<file path="config.mk">
export PLATFORM = sky130hd
export DESIGN_NAME = census_xppc_flat
export DESIGN_NICKNAME = d
export VERILOG_FILES = /design/src/rtl/census_xppc_if.sv /design/src/rtl/census_xppc.sv /design/src/flat_wrapper.sv
export SDC_FILE = /design/constraint.sdc
export NUM_CORES = 1
export LEC_CHECK = 0
export ABC_AREA = 1
export CORE_AREA = 5 5 416 418
export CTS_BUF_LIST = sky130_fd_sc_hd__clkbuf_16
export DETAILED_ROUTE_END_ITERATION = 10
export DIE_AREA = 0 0 421 423
export SYNTH_ARGS = -nofsm -noshare
export SYNTH_HDL_FRONTEND = slang
export SYNTH_SLANG_ARGS = --single-unit
</file>
<file path="constraint.sdc">
create_clock -name s_axis_aclk -period 1.4 [get_ports s_axis_aclk]
set_input_delay 0.21 -clock s_axis_aclk [delete_from_list [all_inputs] [get_ports s_axis_aclk]]
set_output_delay 0.21 -clock s_axis_aclk [all_outputs]
set_load 0.005 [all_outputs]
</file>
<file path="src/rtl/census_xppc_if.sv">
// rtl/census_xppc_if.sv - context-window input stream and census video output stream bundle
interface census_xppc_if #(
    parameter int BITS_PER_PIXEL = 8,
    parameter int CONTEXT_SIZE   = 3,
    parameter int N_CNTX         = 13
);
    localparam int CENSUS_BITS = CONTEXT_SIZE * CONTEXT_SIZE - 1;
    localparam int TDATA_WIDTH = N_CNTX * CENSUS_BITS;

    // windows indexed [column][row][context]
    logic [CONTEXT_SIZE-1:0][CONTEXT_SIZE-1:0][N_CNTX-1:0][BITS_PER_PIXEL-1:0] in_cntx;
    logic [N_CNTX-1:0]      in_pixel_valid;
    logic                   in_tvalid;
    logic                   in_tlast;
    logic                   in_tuser;
    logic                   in_tready;

    logic [TDATA_WIDTH-1:0] VIDEO_OUT_tdata;
    logic                   VIDEO_OUT_tvalid;
    logic                   VIDEO_OUT_tlast;
    logic                   VIDEO_OUT_tuser;
    logic                   VIDEO_OUT_tready;
    logic [N_CNTX-1:0]      out_valid_mask;

    // stream environment: feeds contexts, consumes census beats
    modport master (
        output in_cntx, in_pixel_valid, in_tvalid, in_tlast, in_tuser,
        input  in_tready,
        input  VIDEO_OUT_tdata, VIDEO_OUT_tvalid, VIDEO_OUT_tlast, VIDEO_OUT_tuser,
        output VIDEO_OUT_tready,
        input  out_valid_mask
    );

    // census stage: consumes contexts, produces census beats
    modport slave (
        input  in_cntx, in_pixel_valid, in_tvalid, in_tlast, in_tuser,
        output in_tready,
        output VIDEO_OUT_tdata, VIDEO_OUT_tvalid, VIDEO_OUT_tlast, VIDEO_OUT_tuser,
        input  VIDEO_OUT_tready,
        output out_valid_mask
    );
endinterface

</file>
<file path="src/rtl/census_xppc.sv">
// rtl/census_xppc.sv - two-stage elastic census transform over N context windows with line-length check
module census_xppc #(
    parameter int SAMPLES_PER_CLOCK = 4,
    parameter int BITS_PER_PIXEL    = 8,
    parameter int CONTEXT_SIZE      = 3,
    parameter int N_CNTX            = 13,
    parameter int WIDTH             = 3840,
    parameter int GROUPS            = WIDTH / SAMPLES_PER_CLOCK,
    parameter int CENSUS_BITS       = CONTEXT_SIZE * CONTEXT_SIZE - 1,
    parameter int TDATA_WIDTH       = N_CNTX * CENSUS_BITS
) (
    input  logic         s_axis_aclk,
    input  logic         s_axis_areset,
    census_xppc_if.slave bus,
    output logic         line_len_err
);
    localparam int B          = (CONTEXT_SIZE - 1) / 2;
    localparam int CENTRE_LIN = B * CONTEXT_SIZE + B;
    localparam int CW         = (GROUPS > 1) ? $clog2(GROUPS) : 1;
    localparam logic [CW-1:0] LAST_BEAT = CW'(GROUPS - 1);

    // raw comparison bits for the beat currently on the input
    logic [N_CNTX-1:0][CENSUS_BITS-1:0] cmp;

    // stage 1: unmasked comparison vectors plus sideband
    logic                               s1_valid;
    logic [N_CNTX-1:0][CENSUS_BITS-1:0] s1_cmp;
    logic [N_CNTX-1:0]                  s1_mask;
    logic                               s1_tlast;
    logic                               s1_tuser;

    // stage 2: masked census words, directly drives the output stream
    logic                               s2_valid;
    logic [N_CNTX-1:0][CENSUS_BITS-1:0] s2_word;
    logic [N_CNTX-1:0]                  s2_mask;
    logic                               s2_tlast;
    logic                               s2_tuser;

    logic          s1_ready;
    logic          s2_ready;
    logic          in_fire;
    logic [CW-1:0] beat_cnt;
    logic [CW-1:0] beat_eff;

    // Neighbours are scanned row-major skipping the centre, so the linear
    // position drops by one once we are past the centre.
    for (genvar j = 0; j < N_CNTX; j++) begin : g_ctx
        for (genvar r = 0; r < CONTEXT_SIZE; r++) begin : g_row
            for (genvar c = 0; c < CONTEXT_SIZE; c++) begin : g_col
                localparam int LIN = r * CONTEXT_SIZE + c;
                localparam int K   = (LIN > CENTRE_LIN) ? LIN - 1 : LIN;
                if (LIN != CENTRE_LIN) begin : g_cmp
                    assign cmp[j][K] = (bus.in_cntx[c][r][j] < bus.in_cntx[B][B][j]);
                end
            end
        end
    end

    // Ready chain runs from the output back; in_valid never feeds in_tready.
    assign s2_ready      = !s2_valid || bus.VIDEO_OUT_tready;
    assign s1_ready      = !s1_valid || s2_ready;
    assign bus.in_tready = s1_ready && !s_axis_areset;
    assign in_fire       = bus.in_tvalid && bus.in_tready;

    // Nothing leaves during the reset cycle, even though the stage is still loaded.
    assign bus.VIDEO_OUT_tvalid = s2_valid && !s_axis_areset;
    assign bus.VIDEO_OUT_tdata  = s2_word;
    assign bus.VIDEO_OUT_tlast  = s2_tlast;
    assign bus.VIDEO_OUT_tuser  = s2_tuser;
    assign bus.out_valid_mask   = s2_mask;

    // Stage 1 load: capture comparisons whenever the stage can take a beat
    always_ff @(posedge s_axis_aclk) begin
        if (s_axis_areset) begin
            s1_valid <= 1'b0;
            s1_cmp   <= '0;
            s1_mask  <= '0;
            s1_tlast <= 1'b0;
            s1_tuser <= 1'b0;
        end else if (s1_ready) begin
            s1_valid <= bus.in_tvalid;
            if (bus.in_tvalid) begin
                s1_cmp   <= cmp;
                s1_mask  <= bus.in_pixel_valid;
                s1_tlast <= bus.in_tlast;
                s1_tuser <= bus.in_tuser;
            end
        end
    end

    // Stage 2 load: zero invalid contexts; holds steady while the output stalls
    always_ff @(posedge s_axis_aclk) begin
        if (s_axis_areset) begin
            s2_valid <= 1'b0;
            s2_word  <= '0;
            s2_mask  <= '0;
            s2_tlast <= 1'b0;
            s2_tuser <= 1'b0;
        end else if (s2_ready) begin
            s2_valid <= s1_valid;
            if (s1_valid) begin
                for (int j = 0; j < N_CNTX; j++) begin
                    s2_word[j] <= s1_mask[j] ? s1_cmp[j] : '0;
                end
                s2_mask  <= s1_mask;
                s2_tlast <= s1_tlast;
                s2_tuser <= s1_tuser;
            end
        end
    end

    // Start-of-frame restarts the line, so the beat carrying tuser counts as beat 0
    always_comb begin
        beat_eff = bus.in_tuser ? '0 : beat_cnt;
    end

    // Line checker: every mis-placed or missing tlast latches the sticky error
    always_ff @(posedge s_axis_aclk) begin
        if (s_axis_areset) begin
            beat_cnt     <= '0;
            line_len_err <= 1'b0;
        end else if (in_fire) begin
            if (bus.in_tlast) begin
                beat_cnt <= '0;
                if (beat_eff != LAST_BEAT) begin
                    line_len_err <= 1'b1;
                end
            end else if (beat_eff == LAST_BEAT) begin
                beat_cnt     <= '0;
                line_len_err <= 1'b1;
            end else begin
                beat_cnt <= beat_eff + 1'b1;
            end
        end
    end
endmodule

</file>
<file path="src/flat_wrapper.sv">
// flat-port wrapper written by rule: the top's interface ports become plain ports
module census_xppc_flat 
#(
    parameter int SAMPLES_PER_CLOCK = 4,
    parameter int BITS_PER_PIXEL    = 8,
    parameter int CONTEXT_SIZE      = 3,
    parameter int N_CNTX            = 13,
    parameter int WIDTH             = 3840,
    parameter int GROUPS            = WIDTH / SAMPLES_PER_CLOCK,
    parameter int CENSUS_BITS       = CONTEXT_SIZE * CONTEXT_SIZE - 1,
    parameter int TDATA_WIDTH       = N_CNTX * CENSUS_BITS
)
  (s_axis_aclk, s_axis_areset, line_len_err, bus_in_cntx, bus_in_pixel_valid, bus_in_tvalid, bus_in_tlast, bus_in_tuser, bus_in_tready, bus_VIDEO_OUT_tdata, bus_VIDEO_OUT_tvalid, bus_VIDEO_OUT_tlast, bus_VIDEO_OUT_tuser, bus_VIDEO_OUT_tready, bus_out_valid_mask);
  census_xppc_if #(.BITS_PER_PIXEL(BITS_PER_PIXEL), .CONTEXT_SIZE(CONTEXT_SIZE), .N_CNTX(N_CNTX)) bus_i ();
  input  logic s_axis_aclk;
  input  logic s_axis_areset;
  output logic line_len_err;
  input wire logic [$bits(bus_i.in_cntx)-1:0] bus_in_cntx;
  input wire logic [$bits(bus_i.in_pixel_valid)-1:0] bus_in_pixel_valid;
  input wire logic [$bits(bus_i.in_tvalid)-1:0] bus_in_tvalid;
  input wire logic [$bits(bus_i.in_tlast)-1:0] bus_in_tlast;
  input wire logic [$bits(bus_i.in_tuser)-1:0] bus_in_tuser;
  output wire logic [$bits(bus_i.in_tready)-1:0] bus_in_tready;
  output wire logic [$bits(bus_i.VIDEO_OUT_tdata)-1:0] bus_VIDEO_OUT_tdata;
  output wire logic [$bits(bus_i.VIDEO_OUT_tvalid)-1:0] bus_VIDEO_OUT_tvalid;
  output wire logic [$bits(bus_i.VIDEO_OUT_tlast)-1:0] bus_VIDEO_OUT_tlast;
  output wire logic [$bits(bus_i.VIDEO_OUT_tuser)-1:0] bus_VIDEO_OUT_tuser;
  input wire logic [$bits(bus_i.VIDEO_OUT_tready)-1:0] bus_VIDEO_OUT_tready;
  output wire logic [$bits(bus_i.out_valid_mask)-1:0] bus_out_valid_mask;
  assign bus_i.in_cntx = bus_in_cntx;
  assign bus_i.in_pixel_valid = bus_in_pixel_valid;
  assign bus_i.in_tvalid = bus_in_tvalid;
  assign bus_i.in_tlast = bus_in_tlast;
  assign bus_i.in_tuser = bus_in_tuser;
  assign bus_in_tready = bus_i.in_tready;
  assign bus_VIDEO_OUT_tdata = bus_i.VIDEO_OUT_tdata;
  assign bus_VIDEO_OUT_tvalid = bus_i.VIDEO_OUT_tvalid;
  assign bus_VIDEO_OUT_tlast = bus_i.VIDEO_OUT_tlast;
  assign bus_VIDEO_OUT_tuser = bus_i.VIDEO_OUT_tuser;
  assign bus_i.VIDEO_OUT_tready = bus_VIDEO_OUT_tready;
  assign bus_out_valid_mask = bus_i.out_valid_mask;
  census_xppc #(.SAMPLES_PER_CLOCK(SAMPLES_PER_CLOCK), .BITS_PER_PIXEL(BITS_PER_PIXEL), .CONTEXT_SIZE(CONTEXT_SIZE), .N_CNTX(N_CNTX), .WIDTH(WIDTH), .GROUPS(GROUPS), .CENSUS_BITS(CENSUS_BITS), .TDATA_WIDTH(TDATA_WIDTH)) u_core (.s_axis_aclk(s_axis_aclk), .s_axis_areset(s_axis_areset), .bus(bus_i), .line_len_err(line_len_err));
endmodule
</file>
; ---- Yosys cells after proc, flatten, opt, wreduce, memory -nomap -nowiden
; Cells that the tools add are included.
[totals]
reg_bits = 251
inputBits = 955
output_inout_bits = 122
elab_cells = 175
[classes]
n_addsub = 1
n_lt_le_gt_ge = 104
n_eq_ne = 3
mux = 19
n_reduce_logical = 12
[op_table]
columns = operator, n
row1 = 8-bit < comparator, 104
row2 = 8-bit 2-to-1 mux, 13
row3 = 10-bit 2-to-1 mux, 3
row4 = 10-bit by 1-bit adder with 10-bit output (second input constant), 1
row5 = 10-bit == test (second input constant), 1
row6 = 10-bit inequality test (second input constant), 1
row7 = 2-bit AND reduction, 2
row8 = 1-bit logical AND, 3
row9 = 1-bit zero test, 3
row10 = 1-bit 2-to-1 mux, 3
row11 = 3-bit AND reduction, 1
row12 = 1-bit logical OR, 2
row13 = 2-bit by 1-bit inequality test with 1-bit output (second input constant), 1
row14 = 2-bit nonzero test, 1

; ---- Logic depth before layout (Yosys ltp)
; Gate-level depths: netlist (run 1).
[logic_depth]
ltp_word = 6
mapped_depth = 13
depth_no_buf = 12

; ---- Worst setup path before layout (run 1)
; OpenSTA, ideal clock, no wires.
[synth_timing]
path_type = input to register
startpoint = input port bus_in_tuser
endpoint = register u_core.beat_cnt[6]
setup_time_ns = 0.128
arrival_time_ns = 1.274
t_required_ns = 1.272
setup_slack_ns = -0.002
cell_stages = 12
path_buffers = 1
path_cell_list = inv_4 > buf_8 > nand2_1 > inv_1 > ha_1 > inv_1 > nor2_4 > nand3_2 > nand3_1 > nor2_1 > nor2_1 > nor2_1
[synth_between]
elab_chain_len = 4
elab_cells_between_ends = 5
cone_classes = 1 x add/sub / 1 x eq/ne / 3 x mux
[synth_lines]
columns = item, line
row1 = from (decl), flat_wrapper.sv:22  ; input wire logic [$bits(bus_i.in_tuser)-1:0] bus_in_tuser;
row2 = 10-bit 2-to-1 mux (*), census_xppc.sv:114  ; beat_eff = bus.in_tuser ? '0 : beat_cnt;
row3 = 10-bit by 1-bit adder with 10-bit output or 10-bit == test (tied branches), "census_xppc.sv:132, census_xppc.sv:128"
row4 = 10-bit 2-to-1 mux (*), census_xppc.sv:128  ; end else if (beat_eff == LAST_BEAT) begin
row5 = 10-bit 2-to-1 mux (*), census_xppc.sv:123  ; if (bus.in_tlast) begin
row6 = to (signal assigned), census_xppc.sv:132  ; beat_cnt <= beat_eff + 1'b1;
row7 = to (decl), census_xppc.sv:42  ; logic [CW-1:0] beat_cnt;
; Mark *: on every way between the ends. The rest lies on a longest branch, timed or not.
; A chain may end at the register's enable or synchronous reset.

; ---- Worst setup path in the final report (run 1)
[layout_timing]
startpoint = register u_core.s1_valid
endpoint = output port bus_in_tready
[layout_between]
elab_chain_len = 3
[layout_lines]
columns = item, line
row1 = from (decl), census_xppc.sv:26  ; logic s1_valid;
row2 = from (signal assigned), census_xppc.sv:81  ; s1_valid <= bus.in_tvalid;
row3 = 1-bit zero test, census_xppc.sv:61  ; assign s1_ready = !s1_valid || s2_ready;
row4 = 1-bit logical OR, census_xppc.sv:61
row5 = 1-bit logical AND, census_xppc.sv:62  ; assign bus.in_tready = s1_ready && !s_axis_areset;
row6 = to (decl), flat_wrapper.sv:23  ; output wire logic [$bits(bus_i.in_tready)-1:0] bus_in_tready;
; No other way between the ends.

==> results.json, run 1 <==
{
  "gp_congestion": 0.9725,
  "synth-adder-area-share_pct": 34.88,
  "place_ws_ns": -0.6029,
  "final_cell_mix": "950 x clkdlybuf4s50_1, 775 x nand2_1, 727 x ha_1",
  "seq_power_share_pct": 27.8,
  "htree_num_levels": 2,
  "die_w_microns": 421,
  "setup_ws_ns": -0.1183,
  "gr-usage-all-layers_pct": 15.60,
  "crit_required_ns": 1.19,
  "antenna_left": 0,
  "crit_top_cell": "buf_6",
  "synth_xor_area_share_pct": 0.06698,
  "clock_path_buffers": 3,
  "clk_pin_slew_worst_paths_ns": 0.07,
  "p_total_mw": 28.54,
  "start_util_pct": 15.50,
  "grt_pass1_vias": 29250,
  "mostFrequentLayoutCell": "clkdlybuf4s50_1",
  "drive_above_1_share_pct": 12.34,
  "post-route-min-period_ns": 1.518,
  "critPathMaxFanout": 2,
  "wl_per_cell_microns": 21.17,
  "powerDensity_mw_per_mm2": 650.6,
  "nets": 6519,
  "die_h_microns": 423,
  "critPathMaxStageDelay_ns": 0.33,
  "hpwl_mm": 124.6,
  "muxShareOfSynthArea_pct": 0,
  "p_int_mw": 18.84,
  "die-area_sq_mm": 0.1781,
  "routed_wirelength_mm": 150.9,
  "area_delta_synth_final_pct": 67.76,
  "place_area_sq_mm": 0.04102,
  "relSlewSlack_pct": 49.08,
  "via_per_inst": 4.140,
  "rsz0062_at_grt": "yes",
  "cp.arrival_ns": 1.31,
  "clk-insertion-delay-late_ns": 0.60,
  "max-cap-violations": 0,
  "rows": 151,
  "drt-initial-drc-count": 1583,
  "grt_max_degree": 63,
  "drc": 0,
  "syn-instance-count": 3601,
  "skew_ns": 0.04665,
  "via_count": 29510,
  "syn-num-nets": 5285,
  "yosysSeqAreaShare_pct": 19.21,
  "end_kind": "output pin",
  "status": "finished, violations left",
  "cts_tree": "built",
  "slew_violations": 0,
  "max_slew.worst_pin.slew_ns": 0.7638,
  "root_buffer": "clkbuf_16",
  "numPortBuffers": 1076,
  "finalHoldWorstSlack_ns": 0.1478,
  "grt_pass1_wl_mm": 203.8,
  "synth_area_sq_mm": 0.02615,
  "pwr-share-comb_pct": 37.5,
  "post-route-period-util_pct": 108.5,
  "overflow": 0,
  "stdcell_area_sq_mm": 0.04387,
  "swShare_pct": 33.98,
  "yosys_register_bits": 251,
  "cts-buffers-inserted": 38,
  "synth_top_family_by_area": "adder cells",
  "hold_path.class": "input pin to register",
  "ioPinCount": 1077,
  "violations": "setup timing",
  "cts.sinks": 251,
  "p_sw_mw": 9.700,
  "start_kind": "register",
  "grt_antenna_before_repair": 68,
  "yosys_warnings": 0,
  "peakVddDrop_mv": 0.6446,
  "critical_path.top_delay_family": "flip-flops",
  "ctsHoldBuffers": 0,
  "yosysUniqueCellTypes": 30,
  "p_leak_nw": 20.41,
  "critPathSlowestCell": "dfxtp_2",
  "setup_viol": 120,
  "core_sq_mm": 0.1687,
  "synth-compound-area-share_pct": 16.97,
  "hold_violations": 0,
  "first_pass_iters": 5,
  "synth-simple-area-share_pct": 19.36,
  "path_class": "register to output pin",
  "syn_area_per_cell_sq_um": 7.262,
  "cp_num_buf_inv": 3,
  "cp_cell_sequence": "nand3_2, buf_6, nand2_2, inv_2, buf_6",
  "pwr-share-clk_pct": 34.7,
  "fmax_mhz": 658.6
}
-- through the flow --
step,util [%],setup TNS [ns],cells
final,26.00,-6.302,7127
after global placement,24.31,-97.24,6953
after detailed placement,24.31,-101.77,6953
after global routing,25.99,-15.93,7116
after floorplan,-,0,3601
after CTS,24.99,-0.2529,7028
-- cells in the mapped netlist --
master | number | area (sq um)
xor2_1 | 2 | 17.52
o31a_1 | 104 | 910.9
nand3_1 | 218 | 1091
ha_1 | 729 | 9121
a21oi_2 | 1 | 8.760
nor2_8 | 1 | 20.02
o21ai_1 | 1 | 5.000
nor2_2 | 2 | 12.51
nand2_1 | 822 | 3085
inv_4 | 2 | 12.51
o21ai_0 | 158 | 790.8
nor2_1 | 44 | 165.2
nor2_4 | 4 | 45.04
clkbuf_1 | 30 | 112.6
nand3_4 | 1 | 17.52
buf_8 | 1 | 15.01
buf_1 | 7 | 26.28
nand4_1 | 5 | 31.28
inv_1 | 503 | 1888
dfxtp_1 | 251 | 5025
a21oi_1 | 544 | 2723
inv_2 | 3 | 11.26
nand2_4 | 1 | 11.26
nand3b_1 | 1 | 7.510
buf_2 | 18 | 90.09
buf_6 | 12 | 135.1
buf_4 | 26 | 195.2
nor3_1 | 104 | 520.5
nand3_2 | 5 | 50.05
nand2_2 | 1 | 6.260
-- kinds of logic after synthesis --
kind of cell	after synthesis
adder cells (fa/ha/maj)	729
AND/OR/NAND/NOR	1209
flip-flops	251
buffers and inverters	602
XOR/XNOR	2
AO/OA/AOI/OAI	808
-- state kept, by name, indices dropped and copies added (netlist names), 10 cells and up --
name / cells
u_core.beat_cnt: 10
u_core.bus.out_valid_mask: 13
u_core.s1_cmp: 104
u_core.bus.VIDEO_OUT_tdata: 104
u_core.s1_mask: 13
-- power groups by stage --
stage / combinational [mW] / sequential [mW] / clock (mW)
after global placement: 9.84 / 8.06 / 0
after CTS: 10.2 / 7.90 / 10.4
after global routing: 12.0 / 7.98 / 10.7
final: 10.7 / 7.93 / 9.92
after floorplan: 4.70 / 7.86 / 0
after detailed placement: 10.1 / 8.06 / 0
-- worst register-to-register path, delay by kind of cell, from the launching register on --
kind | cells | cell delay, ns
and+or+nand+nor | 3 | 0.28
DFF | 1 | 0.34
AOI/OAI and AO/OA | 1 | 0.07
buffers and inverters | 5 | 0.71
-- area by class of cell --
type / instances / area [sq um]
clock buffer: 38 / 950.9
inverter: 508 / 1986
multi-input combinational: 2748 / 19270
sequential: 251 / 5069
timing repair inverter: 2 / 20.02
timing repair buffer: 1286 / 13390
tap: 2218 / 2775
antenna: 47 / 117.6
fill: 18300 / 124800
clock inverter: 29 / 285.3
-- what timing repair did --
action	4_1_cts	5_1_grt
pin swaps	4	48
setup endpoints to repair	238	162
gates resized for setup	489	220
cloned	5	23
setup buffers	3	31
-- final timing paths --
kind,startpoint,end,slack (ns),cells after the start
worst max-delay path,u_core.s1_valid$_SDFFE_PP0N_,bus_in_tready,-0.12,5
worst min-delay path,s_axis_areset,u_core.line_len_err$_SDFFE_PP0P_,0.15,3
worst max register to register,u_core.s2_valid$_SDFFE_PP0P_,u_core.bus.VIDEO_OUT_tdata[100]$_SDFFE_PP0P_,-0.10,9
worst min register to register,u_core.bus.VIDEO_OUT_tdata[37]$_SDFFE_PP0P_,u_core.bus.VIDEO_OUT_tdata[37]$_SDFFE_PP0P_,0.46,2
-- metal layers --
metal  wire length, microns  track usage, %
met3                  10910           4.446
met1                  62670           18.49
met5                    188               0
met4                   7113           7.628
met2                  70030           25.88
(Power assumes the default switching activity.)
==> inputs of run 2 (changes only) <==
--- a/config.mk
+++ b/config.mk
@@ -6,6 +6,7 @@
 export NUM_CORES = 1
 export LEC_CHECK = 0
 export ABC_AREA = 1
+export CAP_MARGIN = 15
 export CORE_AREA = 5 5 416 418
 export CTS_BUF_LIST = sky130_fd_sc_hd__clkbuf_16
 export DETAILED_ROUTE_END_ITERATION = 10
==> results of run 2 <==
The final DEF is identical to that of run 1; final timing and power are the same.
==> inputs of run 3 (changes only) <==
--- a/config.mk
+++ b/config.mk
@@ -7,10 +7,10 @@
 export LEC_CHECK = 0
 export ABC_AREA = 1
 export CAP_MARGIN = 15
-export CORE_AREA = 5 5 416 418
+export CORE_AREA = 5 5 412 414
 export CTS_BUF_LIST = sky130_fd_sc_hd__clkbuf_16
 export DETAILED_ROUTE_END_ITERATION = 10
-export DIE_AREA = 0 0 421 423
+export DIE_AREA = 0 0 417 419
 export SYNTH_ARGS = -nofsm -noshare
 export SYNTH_HDL_FRONTEND = slang
 export SYNTH_SLANG_ARGS = --single-unit
==> run 3 against run 2 <==
  * Sequential cell count unchanged
  * Sequential share of layout area increased by 0.30 points
  * Largest cell class unchanged
  * Combinational power about the same
  * Die area fell by 1.9%
  * Critical endpoint unchanged
  * Final cell count decreased by 0.93%
  * The flow still finishes with violations (setup timing)
  * Global-route usage down 0.19 points
==> results.json, run 3 (synthesis gave the netlist of run 1 again) <==
{
  "grt_antenna_before_repair": 41,
  "mostFrequentLayoutCell": "clkdlybuf4s50_1",
  "die_w_microns": 417,
  "rsz0062_at_grt": "yes",
  "critPathSlowestCell": "dfxtp_4",
  "end_kind": "output pin",
  "cp-startpoint": "u_core.s2_valid$_SDFFE_PP0P_",
  "hold_start": "s_axis_areset",
  "routed_wirelength_mm": 148.8,
  "relSlewSlack_pct": 56.88,
  "ioPinCount": 1077,
  "fmax_mhz": 643.4,
  "critPathMaxStageDelay_ns": 0.36,
  "powerDensity_mw_per_mm2": 653.6,
  "start_util_pct": 15.76,
  "swShare_pct": 33.86,
  "peakVddDrop_mv": 0.5975,
  "rows": 150,
  "cp.arrival_ns": 1.34,
  "drive_above_1_share_pct": 10.01,
  "cts_tree": "built",
  "die-area_sq_mm": 0.1747,
  "critPathMaxFanout": 3,
  "die_h_microns": 419,
  "cts-buffers-inserted": 37,
  "crit-reg2reg-launch": "u_core.s2_valid$_SDFFE_PP0P_",
  "setup_ws_ns": -0.1544,
  "seq_power_share_pct": 28.1,
  "overflow": 0,
  "cts.sinks": 251,
  "first_pass_iters": 7,
  "hpwl_mm": 122.4,
  "start_kind": "register",
  "root_buffer": "clkbuf_16",
  "post-route-min-period_ns": 1.554,
  "via_count": 29420,
  "finalSetupTns_ns": -7.547,
  "status": "finished, violations left",
  "gp_congestion": 0.9540,
  "p_int_mw": 18.46,
  "clk-insertion-delay-late_ns": 0.57,
  "gr-usage-all-layers_pct": 15.41,
  "place_ws_ns": -0.7950,
  "nets": 6497,
  "numPortBuffers": 1076,
  "hold_violations": 0,
  "max-cap-violations": 0,
  "wl_per_cell_microns": 21.07,
  "nFillCells": 18140,
  "clk_pin_slew_worst_paths_ns": 0.06,
  "pwr-share-clk_pct": 34.1,
  "drt-initial-drc-count": 1542,
  "cp_cell_sequence": "nand3_4, buf_6, nand2_4, inv_4, buf_12",
  "path_class": "register to output pin",
  "grt_pass1_vias": 28210,
  "grt_max_degree": 62,
  "post-route-period-util_pct": 111.0,
  "drc": 0,
  "grt_pass1_wl_mm": 197.3,
  "crit_required_ns": 1.19,
  "slew_violations": 0,
  "core_sq_mm": 0.1659,
  "htree_num_levels": 2,
  "final_cell_mix": "951 x clkdlybuf4s50_1, 818 x nand2_1, 727 x ha_1",
  "hold_path.class": "input pin to register",
  "p_leak_nw": 20.09,
  "pwr-share-comb_pct": 37.8,
  "via_per_inst": 4.166,
  "max_slew.worst_pin.slew_ns": 0.6460,
  "setup_viol": 84,
  "violations": "setup timing",
  "skew_ns": 0.01915,
  "p_sw_mw": 9.452,
  "clock_path_buffers": 3,
  "antenna_left": 0,
  "area_delta_synth_final_pct": 63.32
}
[run 3: changes by cell type in the layout (fill, tap and decap cells not counted), sizes merged]
cell	change
clkbuf	-8
clkdlybuf4s50	+1
buf	-10
diode	-24
clkinvlp	-5
clkdlybuf4s15	-5
bufbuf	+1
dlymetal6s2s	-1
clkinv	-1
[run 3: through the flow]
step                      instance area [sq um]  power, mW  cells  util, %  hold slack (ns)
after floorplan                           26150      12.56   3601        -           0.3747
after global placement                    40980      17.95   6945    24.70           0.4511
after detailed placement                  40980      18.16   6945    24.70           0.4544
after CTS                                 41900      28.22   7010    25.25          0.09176
after global routing                      42680      29.96   7049    25.72           0.1351
final                                     42710      27.91   7061    25.74           0.1411
[run 3: layout make-up]
| type | count | area, sq um | share of cell area [%] |
|---|---|---|---|
| well taps | 2204 | 2758 | 6.457 |
| multi-input cells | 2748 | 18940 | 44.34 |
| repair inverters | 2 | 27.53 | 0.06445 |
| diodes | 23 | 57.56 | 0.1348 |
| flip-flops and latches | 251 | 5064 | 11.86 |
| inverters | 508 | 1961 | 4.591 |
| repair buffers | 1265 | 12750 | 29.85 |
| clock buffers | 37 | 925.9 | 2.168 |
| clock inverters | 23 | 227.7 | 0.5332 |
[run 3: worst max-delay path, delay by kind of cell (launching register included)]
family,cells,cell delay (ns)
buffers and inverters,3,0.28
flip-flops,1,0.36
AND/OR/NAND/NOR,2,0.13
[run 3: power by group through the flow]
stage          combinational, mW  sequential, mW  clock [mW]
3_3_place_gp                9.97            7.98           0
4_1_cts                     10.3            7.84        10.1
2_1_floorplan               4.70            7.86           0
3_5_place_dp                10.2            7.98           0
5_1_grt                     11.8            7.89        10.3
6_report                    10.6            7.85        9.51
[run 3: metal layers]
layer,track usage (%),up-vias,part of all wire (%)
met4,3.901,16,2.6
met3,3.414,180,6.5
met5,0,-,0.067
li1,-,14760,-
met1,19.27,13510,43
met2,26.76,946,48
[run 3: path summary, 6_finish.rpt]
| kind | to | slack, ns | cells after the start |
|---|---|---|---|
| max reg2reg | u_core.s1_cmp[32]$_SDFFE_PP0P_ | -0.15 | 10 |
| min reg2reg | u_core.bus.VIDEO_OUT_tdata[30]$_SDFFE_PP0P_ | 0.46 | 2 |
| min | u_core.s1_tlast$_SDFFE_PP0P_ | 0.14 | 4 |
| max | bus_in_tready | -0.15 | 5 |
[run 3: repair_timing]
action	4_1_cts	5_1_grt
pin swaps	6	7
buffers inserted	3	10
endpoints found under the setup margin	210	159
endpoints found under the hold margin	0	0
hold buffers	0	0
gates cloned	2	18
gates resized for setup	532	95
